## config.mk

```make
export PLATFORM = sky130hd
export DESIGN_NAME = adsr_envelope
export DESIGN_NICKNAME = d
export VERILOG_FILES = /design/src/rtl/adsr_envelope.sv
export SDC_FILE = /design/constraint.sdc
export NUM_CORES = 1
export LEC_CHECK = 0
export ABC_AREA = 1
export ABC_CLOCK_PERIOD_IN_PS = 6200
export CORE_MARGIN = 2
export CORE_UTILIZATION = 54
export DETAILED_ROUTE_END_ITERATION = 8
export PLACE_DENSITY = 0.74
export SYNTH_ARGS = -nofsm -noshare
export SYNTH_HDL_FRONTEND = slang
export SYNTH_SLANG_ARGS = --single-unit
```

## constraint.sdc

```tcl
create_clock -name clk_i -period 6.2 [get_ports clk_i]
set_clock_uncertainty 0.2 [all_clocks]
set_input_delay 1.55 -clock clk_i [delete_from_list [all_inputs] [get_ports clk_i]]
set_output_delay 1.55 -clock clk_i [all_outputs]
set_load 0.01 [all_outputs]
```

## src/rtl/adsr_envelope.sv

```systemverilog
// adsr_envelope: per-voice linear ADSR envelope generator and sample scaler.
// Sits between the oscillator and the voice mixer. The envelope advances only on valid samples.
// The scaled sample is registered, so wave_out_o trails wave_in_i by one cycle.
// Optional build macro ADSR_EXP_RELEASE_EN gives an exponential release tail.
// Without it the release is linear.
module adsr_envelope #(
  parameter int unsigned WAVE_W = 21,
  parameter int unsigned ENV_W  = 16,
  parameter int unsigned RATE_W = 16
) (
  input  logic              clk_i,
  input  logic              rst_i,
  input  logic              global_reset_i,
  input  logic              in_valid_i,
  input  logic [WAVE_W-1:0] wave_in_i,
  input  logic              note_start_i,
  input  logic              note_release_i,
  input  logic              note_reset_i,
  input  logic [RATE_W-1:0] attack_step_i,
  input  logic [RATE_W-1:0] decay_step_i,
  input  logic [ENV_W-1:0]  sustain_level_i,
  input  logic [RATE_W-1:0] release_step_i,
  output logic [WAVE_W-1:0] wave_out_o,
  output logic              out_valid_o,
  output logic [ENV_W-1:0]  env_level_o,
  output logic              note_finished_o
);

  // Arithmetic width: wide enough for env +/- any step without wrapping.
  localparam int unsigned SumW = ((ENV_W > RATE_W) ? ENV_W : RATE_W) + 1;
  localparam logic [ENV_W-1:0] EnvMax = '1;

  typedef enum logic [5:0] {
    StIdle    = 6'b000001,
    StAttack  = 6'b000010,
    StDecay   = 6'b000100,
    StSustain = 6'b001000,
    StRelease = 6'b010000,
    StDone    = 6'b100000
  } state_e;

  state_e              state_q, state_d;
  logic [ENV_W-1:0]    env_q, env_d;
  logic [WAVE_W-1:0]   wave_q, wave_d;
  logic                out_valid_q;
  logic                note_finished_q;

  logic [SumW-1:0]     attack_sum;
  logic [SumW-1:0]     decay_floor;
  logic [SumW-1:0]     decay_diff;
  logic [SumW-1:0]     release_diff;
  logic                release_to_zero;
  logic                active;
  logic signed [WAVE_W+ENV_W:0] product;

  assign active = (state_q == StAttack) || (state_q == StDecay) ||
                  (state_q == StSustain) || (state_q == StRelease);

  // Step arithmetic shared by the next-state logic.
  always_comb begin
    attack_sum  = SumW'(env_q) + SumW'(attack_step_i);
    decay_floor = SumW'(sustain_level_i) + SumW'(decay_step_i);
    decay_diff  = SumW'(env_q) - SumW'(decay_step_i);
`ifdef ADSR_EXP_RELEASE_EN
    // Decrement proportional to env, but never below 1 so the tail always ends.
    begin
      logic [ENV_W-1:0] rel_dec;
      rel_dec = env_q >> release_step_i[3:0];
      if (rel_dec == '0) rel_dec = ENV_W'(1);
      release_diff    = SumW'(env_q) - SumW'(rel_dec);
      release_to_zero = (env_q <= rel_dec);
    end
`else
    release_diff    = SumW'(env_q) - SumW'(release_step_i);
    release_to_zero = (release_step_i == '0) || (SumW'(env_q) <= SumW'(release_step_i));
`endif
  end

  // Next state and envelope: resets, then pulses, then per-sample stepping.
  always_comb begin
    state_d = state_q;
    env_d   = env_q;
    if (global_reset_i || note_reset_i) begin
      state_d = StIdle;
      env_d   = '0;
    end else if (note_start_i) begin
      // Retrigger keeps the current level to avoid a click.
      state_d = StAttack;
    end else if (note_release_i &&
                 ((state_q == StAttack) || (state_q == StDecay) || (state_q == StSustain))) begin
      state_d = StRelease;
    end else if (in_valid_i) begin
      unique case (state_q)
        StAttack: begin
          if ((attack_step_i == '0) || (attack_sum >= SumW'(EnvMax))) begin
            env_d   = EnvMax;
            state_d = StDecay;
          end else begin
            env_d = ENV_W'(attack_sum);
          end
        end
        StDecay: begin
          if (sustain_level_i == EnvMax) begin
            env_d   = EnvMax;
            state_d = StSustain;
          end else if ((decay_step_i == '0) || (SumW'(env_q) <= decay_floor)) begin
            env_d   = sustain_level_i;
            state_d = StSustain;
          end else begin
            env_d = ENV_W'(decay_diff);
          end
        end
        StSustain: env_d = sustain_level_i;
        StRelease: begin
          if (release_to_zero) begin
            env_d   = '0;
            state_d = StDone;
          end else begin
            env_d = ENV_W'(release_diff);
          end
        end
        StDone:  env_d = '0;
        default: ;
      endcase
    end
  end

  // Scaled sample uses the pre-update envelope; IDLE/DONE force silence.
  always_comb begin
    product = $signed(wave_in_i) * $signed({1'b0, env_q});
    wave_d  = wave_q;
    if (!active) begin
      wave_d = '0;
    end else if (in_valid_i) begin
      wave_d = WAVE_W'(product >>> ENV_W);
    end
  end

  // State, envelope and registered outputs.
  always_ff @(posedge clk_i or posedge rst_i) begin
    if (rst_i) begin
      state_q         <= StIdle;
      env_q           <= '0;
      wave_q          <= '0;
      out_valid_q     <= 1'b0;
      note_finished_q <= 1'b0;
    end else begin
      state_q         <= state_d;
      env_q           <= env_d;
      wave_q          <= wave_d;
      out_valid_q     <= in_valid_i & active;
      note_finished_q <= (state_d == StDone);
    end
  end

  assign wave_out_o      = wave_q;
  assign out_valid_o     = out_valid_q;
  assign env_level_o     = env_q;
  assign note_finished_o = note_finished_q;

endmodule

```

== After elaboration in Yosys (flattened, before gate mapping) ==
Cells that the tools add are included.
Cells by class
  add/sub/neg operators: 4
  multiply operators: 1
  order comparisons: 3
  eq/ne operators: 10
  mux-type cells: 20
  bitwise gates (word level): 1
  reductions and logical operators: 14
Operators by type and width (count)
  two-way mux 16 bit: 8
  one-hot mux 16 bit (5 select lines): 1
  zero test 16 bit: 3
  two-way mux 6 bit: 8
  two-way mux 21 bit: 2
  multiplier 21 x 17 -> 37 bit: 1
  adder 16 x 16 -> 17 bit: 2
  subtractor 16 bit: 2
  one-hot mux 6 bit (3 select lines): 1
  greater-or-equal comparator 17 x 16 -> 1 bit (second input constant): 1
  <= comparator 16 x 17 -> 1 bit: 1
  == test 16 bit (second input constant): 1
  <= comparator 16 bit: 1
  == test 6 bit (second input constant): 2
  logical OR 1 bit: 7
  == test 6 x 2 -> 1 bit (second input constant): 1
  == test 6 x 3 -> 1 bit (second input constant): 1
  == test 6 x 4 -> 1 bit (second input constant): 1
  == test 6 x 5 -> 1 bit (second input constant): 1
  nonzero test 6 bit: 1
  != test 2 bit (second input constant): 2
  AND reduction 4 bit: 1
  != test 2 x 1 -> 1 bit (second input constant): 1
  nonzero test 2 bit: 1
  other kinds (2): 2
Word-level totals
  flip-flop bits (word level): 45
  bits of input ports: 92
  word-level logic and storage cells: 58

== Logic depth before layout (Yosys ltp) ==
Gate-level depths: netlist of run 1.
  depth in word-level cells: 11
  gate-level depth with buffers: 29

== Worst setup path after synthesis of run 1 ==
Ideal clock, no wire load.
  path kind: input port to flip-flop
  start: input port wave_in_i[12]
  end: register wave_q[13] (netlist: wave_out_o[13])
  library setup time: 127 ps
  arrival: 6617 ps
  required time: 5873 ps
  slack: -744 ps
  cell stages on the path: 23
  cells stage by stage: clkbuf_1 clkbuf_1 nand2_1 fa_1 inv_1 fa_1 inv_1 fa_1 inv_1 fa_1 inv_1 fa_1 inv_1 fa_1 ha_1 a21oi_1 inv_1 a31oi_1 o21ai_0 a221oi_1 nand3_1 nand2_1 o21ai_0
On the way
  word-level cells in the longest chain between the ends: 3
RTL lines
  from (decl): line 15  | input logic [WAVE_W-1:0] wave_in_i,
  multiplier 21 x 17 -> 37 bit: line 130  | product = $signed(wave_in_i) * $signed({1'b0, env_q});
  two-way mux 21 bit: line 134  | end else if (in_valid_i) begin
  two-way mux 21 bit: line 132  | if (!active) begin
  to (signal assigned): line 150  | wave_q <= wave_d;
  to (decl): line 44  | logic [WAVE_W-1:0] wave_q, wave_d;
Every way passes these cells. The select of a mux whose other input is x is not followed.
A chain may end at the register's enable or synchronous reset.

== Worst setup path in the final report of run 1 ==
  start: input port wave_in_i[6]
  end: register wave_q[10] (netlist: wave_out_o[10])
The elaborated chain is that of the path after synthesis.

==> impl_metrics.yaml, run 1 <==
status:
  status: "finished with violations"
  violations: "negative setup slack"
clock_network:
  cts_tree: "done"
  htreeDepth: 2
  clkTransAtPathRegs_ps: 70
  cts_buffer_depth: 2
  clkLatencyLatePin_ps: 300
  cts_root_buf: "clkbuf_16"
  cts_buffers: 5
  clkSinkCount: 45
  hold_buffers: 0
pwr:
  p_leak_nw: 13.3
  vdd_ir_drop_max_mv: 0.121
  powerDensity_mw_per_mm2: 44.0
placement:
  port_buffers: 130
  gp_congestion: 1.01
  dp_hpwl_um: 50000
finish:
  drive_gt1_frac: 0.216
  area_growth_pct: 31.0
  fillCellCount: 2737
  final_nets: 3579
critical_path:
  critical-path-max-stage-delay_ps: 570
  cp_slowest_cell: "fa_1"
  crit_path_max_fanout: 5
  critPathArrivalTime_ps: 6660
  crit_path_frequent_cell: "fa_1"
  end_kind: "flop"
  critPathLaunchType: "input port"
  critPathKind: "input port to flop"
  crit_required_ps: 6190
  crit_chain: "buf_12 -> buf_12 -> buf_6 -> nand2_4 -> inv_2 -> fa_1 -> fa_1 -> fa_1 -> fa_2 -> fa_1 -> fa_1 -> ha_4 -> a21oi_4 -> inv_2 -> buf_6 -> a21oi_4 -> a21boi_4 -> o21ai_4 -> nand2_1 -> nand3_2 -> nand3_2 -> nand2_1"
logic_synthesis:
  synth_top_area_frac: 0.351
  synth.avg_cell_area_um2: 7.15
  async_flop_share: 1.00
  ys_top_cells_by_count: "751 x nand2_1, 671 x inv_1, 332 x fa_1, 169 x ha_1, 129 x a21oi_1"
  syn_area_mm2: 0.0189
  synth_warnings: 0
  synth-edff-count: 0
  synthTopCellsByArea: "fa_1 35%, nand2_1 15%, inv_1 13%, ha_1 11%, dfrtp_1 5.8%"
  synthCells: 2649
  yosysSeqAreaShare: 0.0596
  ys_seq_elements: 45
  syn_nets: 3242
  synth_most_common_cell: "nand2_1"
  synth_cell_types: 50
  yosysTopAreaCell: "fa_1"
  synth_ff_type: "dfrtp_1"
drt:
  post-route-drc-count: 0
  wire_per_inst_um: 18.7
  wl_um: 64300
  drt-vias-per-instance: 5.44
  drt_iter0_markers: 1303
  drtPass1Iterations: 6
  vias: 18722
  antenna_left: 0
timing:
  timing.final.crit_share: 1.07
  slew_violations: 0
  period_minus_slack_ps: 6660
  worst_pin_slew_ps: 1110
  fmax_ghz: 0.150
  hold_viol_final: 0
  tns_ps: -7830
  slew_headroom: 0.256
  finalSetupViolCount: 21
  rsz0062_at_grt: "yes"
  hold-worst-slack_ps: 281
  worst_slack_ps: -462
floorplan:
  die_w_um: 191
  core_area_mm2: 0.0345
  fp.dieArea_mm2: 0.0366
  die_h_um: 191
  rows: 68
  top_level_ports: 131
  initial_utilization: 0.548
hold_path:
  hold_class: "flop to flop"
global_route:
  antenna_found_initial: 2
  grt_overflow: 0
  grt_pass1_wl_um: 103000
  grt_max_degree: 46
  grt_pass1_vias: 19914
  grt_usage: 0.367
job:
  maxCapViolations: 0
[critical path, delay by kind of cell]
| kind | cells | cell delay, ps |
|---|---|---|
| AO/OA/AOI/OAI | 4 | 700 |
| AND/OR/NAND/NOR | 5 | 390 |
| buffers and inverters | 6 | 590 |
| adder cells (fa/ha/maj) | 7 | 3390 |
[path summary, 6_finish.rpt]
path	endpoint	startpoint	slack, ps	cells after the start
max in group asynchronous	env_level_o[15]$_DFFE_PP0P_	rst_i	3520	2
setup reg to reg	wave_out_o[10]$_DFFE_PP0P_	env_level_o[8]$_DFFE_PP0P_	70	23
setup / recovery	wave_out_o[10]$_DFFE_PP0P_	wave_in_i[6]	-460	22
hold / removal	wave_out_o[8]$_DFFE_PP0P_	wave_out_o[8]$_DFFE_PP0P_	280	2
hold reg to reg	wave_out_o[8]$_DFFE_PP0P_	wave_out_o[8]$_DFFE_PP0P_	280	2
min in group asynchronous	wave_out_o[20]$_DFFE_PP0P_	rst_i	1630	2
[cell usage in the layout, fill, tap and decap left out, types with 26 or more instances in the layout]
cell type,n
buf_6,50
ha_1,143
xnor2_1,32
nand2_1,672
nand4_1,33
o21ai_0,33
inv_2,73
nand3_1,69
a21oi_1,89
nor2_1,77
buf_4,218
fa_1,306
clkdlybuf4s50_1,109
a21oi_2,31
dfrtp_1,44
ha_4,26
inv_1,608
nand2_2,59
fa_2,26
[layer usage]
layer | vias up | GRT usage | wire length [µm]
met5 | - | 0 | 9
met4 | 2 | 0.157 | 3160
met3 | 212 | 0.0597 | 5610
met2 | 824 | 0.597 | 29600
met1 | 9101 | 0.485 | 25900
li1 | 8583 | - | -
[metrics by stage]
step                      instance area (µm²)  setup WS, ps   util  instances  total power, mW
after global placement                  22700         -1190  0.657       3362            0.689
after global routing                    24800          -619  0.718       3443             1.14
final                                   24800          -462  0.718       3443             1.09
after floorplan                         19800          -407      -       2649            0.534
after CTS                               24400          -388  0.705       3426             1.08
after detailed placement                22700         -1340  0.657       3362            0.694
[where the power goes]
part / internal (mW) / switching, mW
combinational: 0.213 / 0.254
clock: 0.202 / 0.128
sequential: 0.294 / 0.00120
[flip-flops by register name, summed over array words and instances, names as in the netlist]
register         flops
out_valid_o          1
state_q              6
wave_out_o          21
note_finished_o      1
env_level_o         16
[what timing repair did]
item                       in CTS  in global routing
buffers inserted               48                 20
resized for setup             361                112
setup endpoints to repair      21                 21
pin swaps                     155                108
cloned                          8                  0
[cell type report]
cell class | count | area [µm²] | area share
Inverter | 683 | 2570 | 0.103
Timing Repair Buffer | 418 | 4060 | 0.164
Clock buffer | 7 | 143 | 0.00575
Clock inverter | 1 | 30.0 | 0.00121
Sequential cell | 45 | 1130 | 0.0454
Multi-Input combinational cell | 1833 | 16300 | 0.657
Antenna cell | 1 | 2.50 | 0.000101
Tap cell | 455 | 569 | 0.0229
[cell families (layout without fill, tap and decap cells)]
family / Yosys count / after routing / synth area share
AND/OR/NAND/NOR: 1007 / 1007 / 0.217
buffers and inverters: 771 / 1109 / 0.154
adder cells (fa/ha/maj): 501 / 501 / 0.463
AO/OA/AOI/OAI: 269 / 269 / 0.0807
XOR/XNOR: 56 / 56 / 0.0259
flip-flops: 45 / 45 / 0.0596
other: 0 / 1 / 0
Note: power is estimated with default switching activity, not from simulation.
==> run 2: changes to the inputs <==
--- a/config.mk
+++ b/config.mk
@@ -9,6 +9,7 @@
 export ABC_CLOCK_PERIOD_IN_PS = 6200
 export CORE_MARGIN = 2
 export CORE_UTILIZATION = 54
+export CTS_CLUSTER_DIAMETER = 100
 export DETAILED_ROUTE_END_ITERATION = 8
 export PLACE_DENSITY = 0.74
 export SYNTH_ARGS = -nofsm -noshare
==> results of run 2 <==
Final layout, timing and power as in run 1 (identical DEF).
==> run 3: changes to the inputs <==
--- a/config.mk
+++ b/config.mk
@@ -5,7 +5,6 @@
 export SDC_FILE = /design/constraint.sdc
 export NUM_CORES = 1
 export LEC_CHECK = 0
-export ABC_AREA = 1
 export ABC_CLOCK_PERIOD_IN_PS = 6200
 export CORE_MARGIN = 2
 export CORE_UTILIZATION = 54
==> constraint.sdc (replaced) <==
create_clock -name clk_i -period 6.2 [get_ports clk_i]
set_clock_uncertainty 0.2 [all_clocks]
set_input_delay 1.24 -clock clk_i [delete_from_list [all_inputs] [get_ports clk_i]]
set_output_delay 1.24 -clock clk_i [all_outputs]
set_load 0.01 [all_outputs]
==> impl_metrics.yaml, run 3 <==
status:
  status: "finished with violations"
  violations: "negative setup slack"
floorplan:
  core_area_mm2: 0.0324
  rows: 66
  die_h_um: 185
  initial_utilization: 0.545
  top_level_ports: 131
  die_w_um: 185
  fp.dieArea_mm2: 0.0341
critical_path:
  end_kind: "flop"
  critPathLaunchType: "input port"
  crit_path_max_fanout: 4
  crit_required_ps: 6200
  critPathArrivalTime_ps: 6940
  critPathKind: "input port to flop"
clock_network:
  clkTransAtPathRegs_ps: 80
  htreeDepth: 2
  cts_tree: "done"
  cts_buffer_depth: 2
  cts_buffers: 5
  clkSinkCount: 45
  hold_buffers: 0
  cts_root_buf: "clkbuf_16"
  clkLatencyLatePin_ps: 310
logic_synthesis:
  syn_area_mm2: 0.0176
  synth-edff-count: 0
  synth_cell_types: 78
  synth_ff_type: "dfrtp_1"
  synthCells: 2034
  ys_top_cells_by_count: "426 x inv_1, 332 x fa_1, 263 x nand2_1, 169 x ha_1, 131 x and2_1"
  ys_seq_elements: 45
  async_flop_share: 1.00
  synth_most_common_cell: "inv_1"
  synthTopCellsByArea: "fa_1 38%, ha_1 12%, inv_1 9.1%, dfrtp_1 6.2%, nand2_1 5.6%"
  yosysTopAreaCell: "fa_1"
  yosysSeqAreaShare: 0.0639
  synth_warnings: 0
  synth.avg_cell_area_um2: 8.67
  syn_nets: 2627
  synth_top_area_frac: 0.377
timing:
  finalSetupViolCount: 20
  slew_headroom: 0.301
  period_minus_slack_ps: 6940
  worst_pin_slew_ps: 1050
  tns_ps: -9240
  timing.final.crit_share: 1.12
  hold_viol_final: 0
  rsz0062_at_grt: "yes"
  fmax_ghz: 0.144
  slew_violations: 0
  worst_slack_ps: -740
global_route:
  antenna_found_initial: 1
  grt_use_met2: 0.570
  met1_usage: 0.402
  grt_pass1_vias: 17256
  grt_pass1_wl_um: 86700
  grt_overflow: 0
  grt_use_met3: 0.0504
  grt_busiest_layer: "met2"
  grt_usage: 0.330
  grt_max_degree: 46
drt:
  drt-vias-per-instance: 5.61
  drtPass1Iterations: 5
  vias: 15814
  post-route-drc-count: 0
  wire_per_inst_um: 19.2
  wl_um: 54200
  antenna_left: 0
  drt_iter0_markers: 1204
finish:
  drive_gt1_frac: 0.205
  final_cell_mix: "397 x inv_1, 312 x fa_1, 231 x buf_4"
  final_common_cell: "inv_1"
  final_nets: 2967
  area_growth_pct: 28.0
  fillCellCount: 2486
  largest_register_ffs: 21
  design_area_mm2: 0.0226
job:
  maxCapViolations: 0
placement:
  port_buffers: 130
  dp_hpwl_um: 41900
  placed_area_mm2: 0.0212
  gp_congestion: 0.979
hold_path:
  hold_class: "flop to flop"
pwr:
  p_leak_nw: 11.0
  vdd_ir_drop_max_mv: 0.108
  powerDensity_mw_per_mm2: 46.9
[run 3: cell types whose count changed after synthesis, sizes merged, moves of 19 or more]
| cell | previous run | this run |
|---|---|---|
| nand3 | 77 | 17 |
| inv | 682 | 427 |
| o21ai | 77 | 52 |
| and2 | 2 | 132 |
| a21oi | 130 | 70 |
| a21o | 8 | 37 |
| nor2 | 107 | 65 |
| a221oi | 2 | 21 |
| nand2 | 754 | 263 |
[run 3: timing repair]
item / 4_1_cts / 5_1_grt
pin swaps: 100 / 128
hold endpoints to repair: 0 / 0
setup endpoints to repair: 34 / 40
gates resized for setup: 158 / 130
cloned: 4 / 1
buffers inserted: 44 / 19
[run 3: layout make-up]
type	count	area, µm²	share of cell area
clock buffer	6	129	0.00571
tap	442	553	0.0245
sequential	45	1130	0.0499
antenna	1	2.50	0.000111
multi-input combinational	1491	15400	0.683
timing repair buffer	404	3730	0.165
inverter	427	1610	0.0711
clock inverter	2	15.0	0.000665
[run 3: path summary, 6_finish.rpt]
path / cells after the start / slack (ps) / start / to
max: 25 / -740 / wave_in_i[6] / wave_out_o[10]$_DFFE_PP0P_
min: 2 / 330 / wave_out_o[16]$_DFFE_PP0P_ / wave_out_o[16]$_DFFE_PP0P_
max reg2reg: 23 / -480 / env_level_o[3]$_DFFE_PP0P_ / wave_out_o[10]$_DFFE_PP0P_
min reg2reg: 2 / 330 / wave_out_o[16]$_DFFE_PP0P_ / wave_out_o[16]$_DFFE_PP0P_
max in group asynchronous: 2 / 3840 / rst_i / wave_out_o[4]$_DFFE_PP0P_
min in group asynchronous: 2 / 1300 / rst_i / state_q[5]$_DFF_PP0_
[run 3: power breakdown]
group	internal [mW]	leakage [nW]	switching [mW]	total, mW
registers	0.294	0.625	0.00138	0.296
clock network	0.151	0.0631	0.145	0.295
logic	0.227	10.3	0.242	0.468
[run 3: critical path, cell delays in order]
cell and delay, ps:
buf_8 90, buf_6 100, buf_6 100, nand2_4 40
fa_1 570, inv_2 50, fa_1 460, fa_1 510
fa_1 540, inv_2 40, fa_1 510, inv_2 40
fa_1 490, ha_4 310, and4_4 220, nand2_2 40
o31a_1 290, a21oi_4 220, buf_4 150, buf_6 100
a31o_4 140, a21o_1 150, a21oi_2 70, or3_1 370
o311ai_1 100
[run 3: metrics by stage]
step / hold slack, ps / worst slack (ps) / instances / power, mW / utilization
2_1_floorplan: 290 / -551 / 2034 / 0.508 / -
3_3_place_gp: 308 / -1370 / 2749 / 0.696 / 0.655
4_1_cts: 330 / -813 / 2805 / 1.04 / 0.685
3_5_place_dp: 313 / -1520 / 2749 / 0.707 / 0.655
5_1_grt: 360 / -895 / 2818 / 1.11 / 0.697
6_report: 326 / -740 / 2818 / 1.06 / 0.697
[run 3: logic make-up (layout without fill, tap and decap cells)]
group,count (synthesis),in the layout,synth area share
flip-flops,45,45,0.0639
adder cells (fa/ha/maj),501,501,0.497
other,0,1,0
multiplexers,14,14,0.00802
AO/OA/AOI/OAI,293,293,0.117
buffers and inverters,498,839,0.106
AND/OR/NAND/NOR,605,605,0.169
XOR/XNOR,78,78,0.0387
[run 3: per-layer routing]
layer / up-vias / wire length (µm)
met5: - / 0
met4: 0 / 2730
met3: 148 / 3630
met2: 610 / 27000
met1: 7923 / 20800
li1: 7133 / -
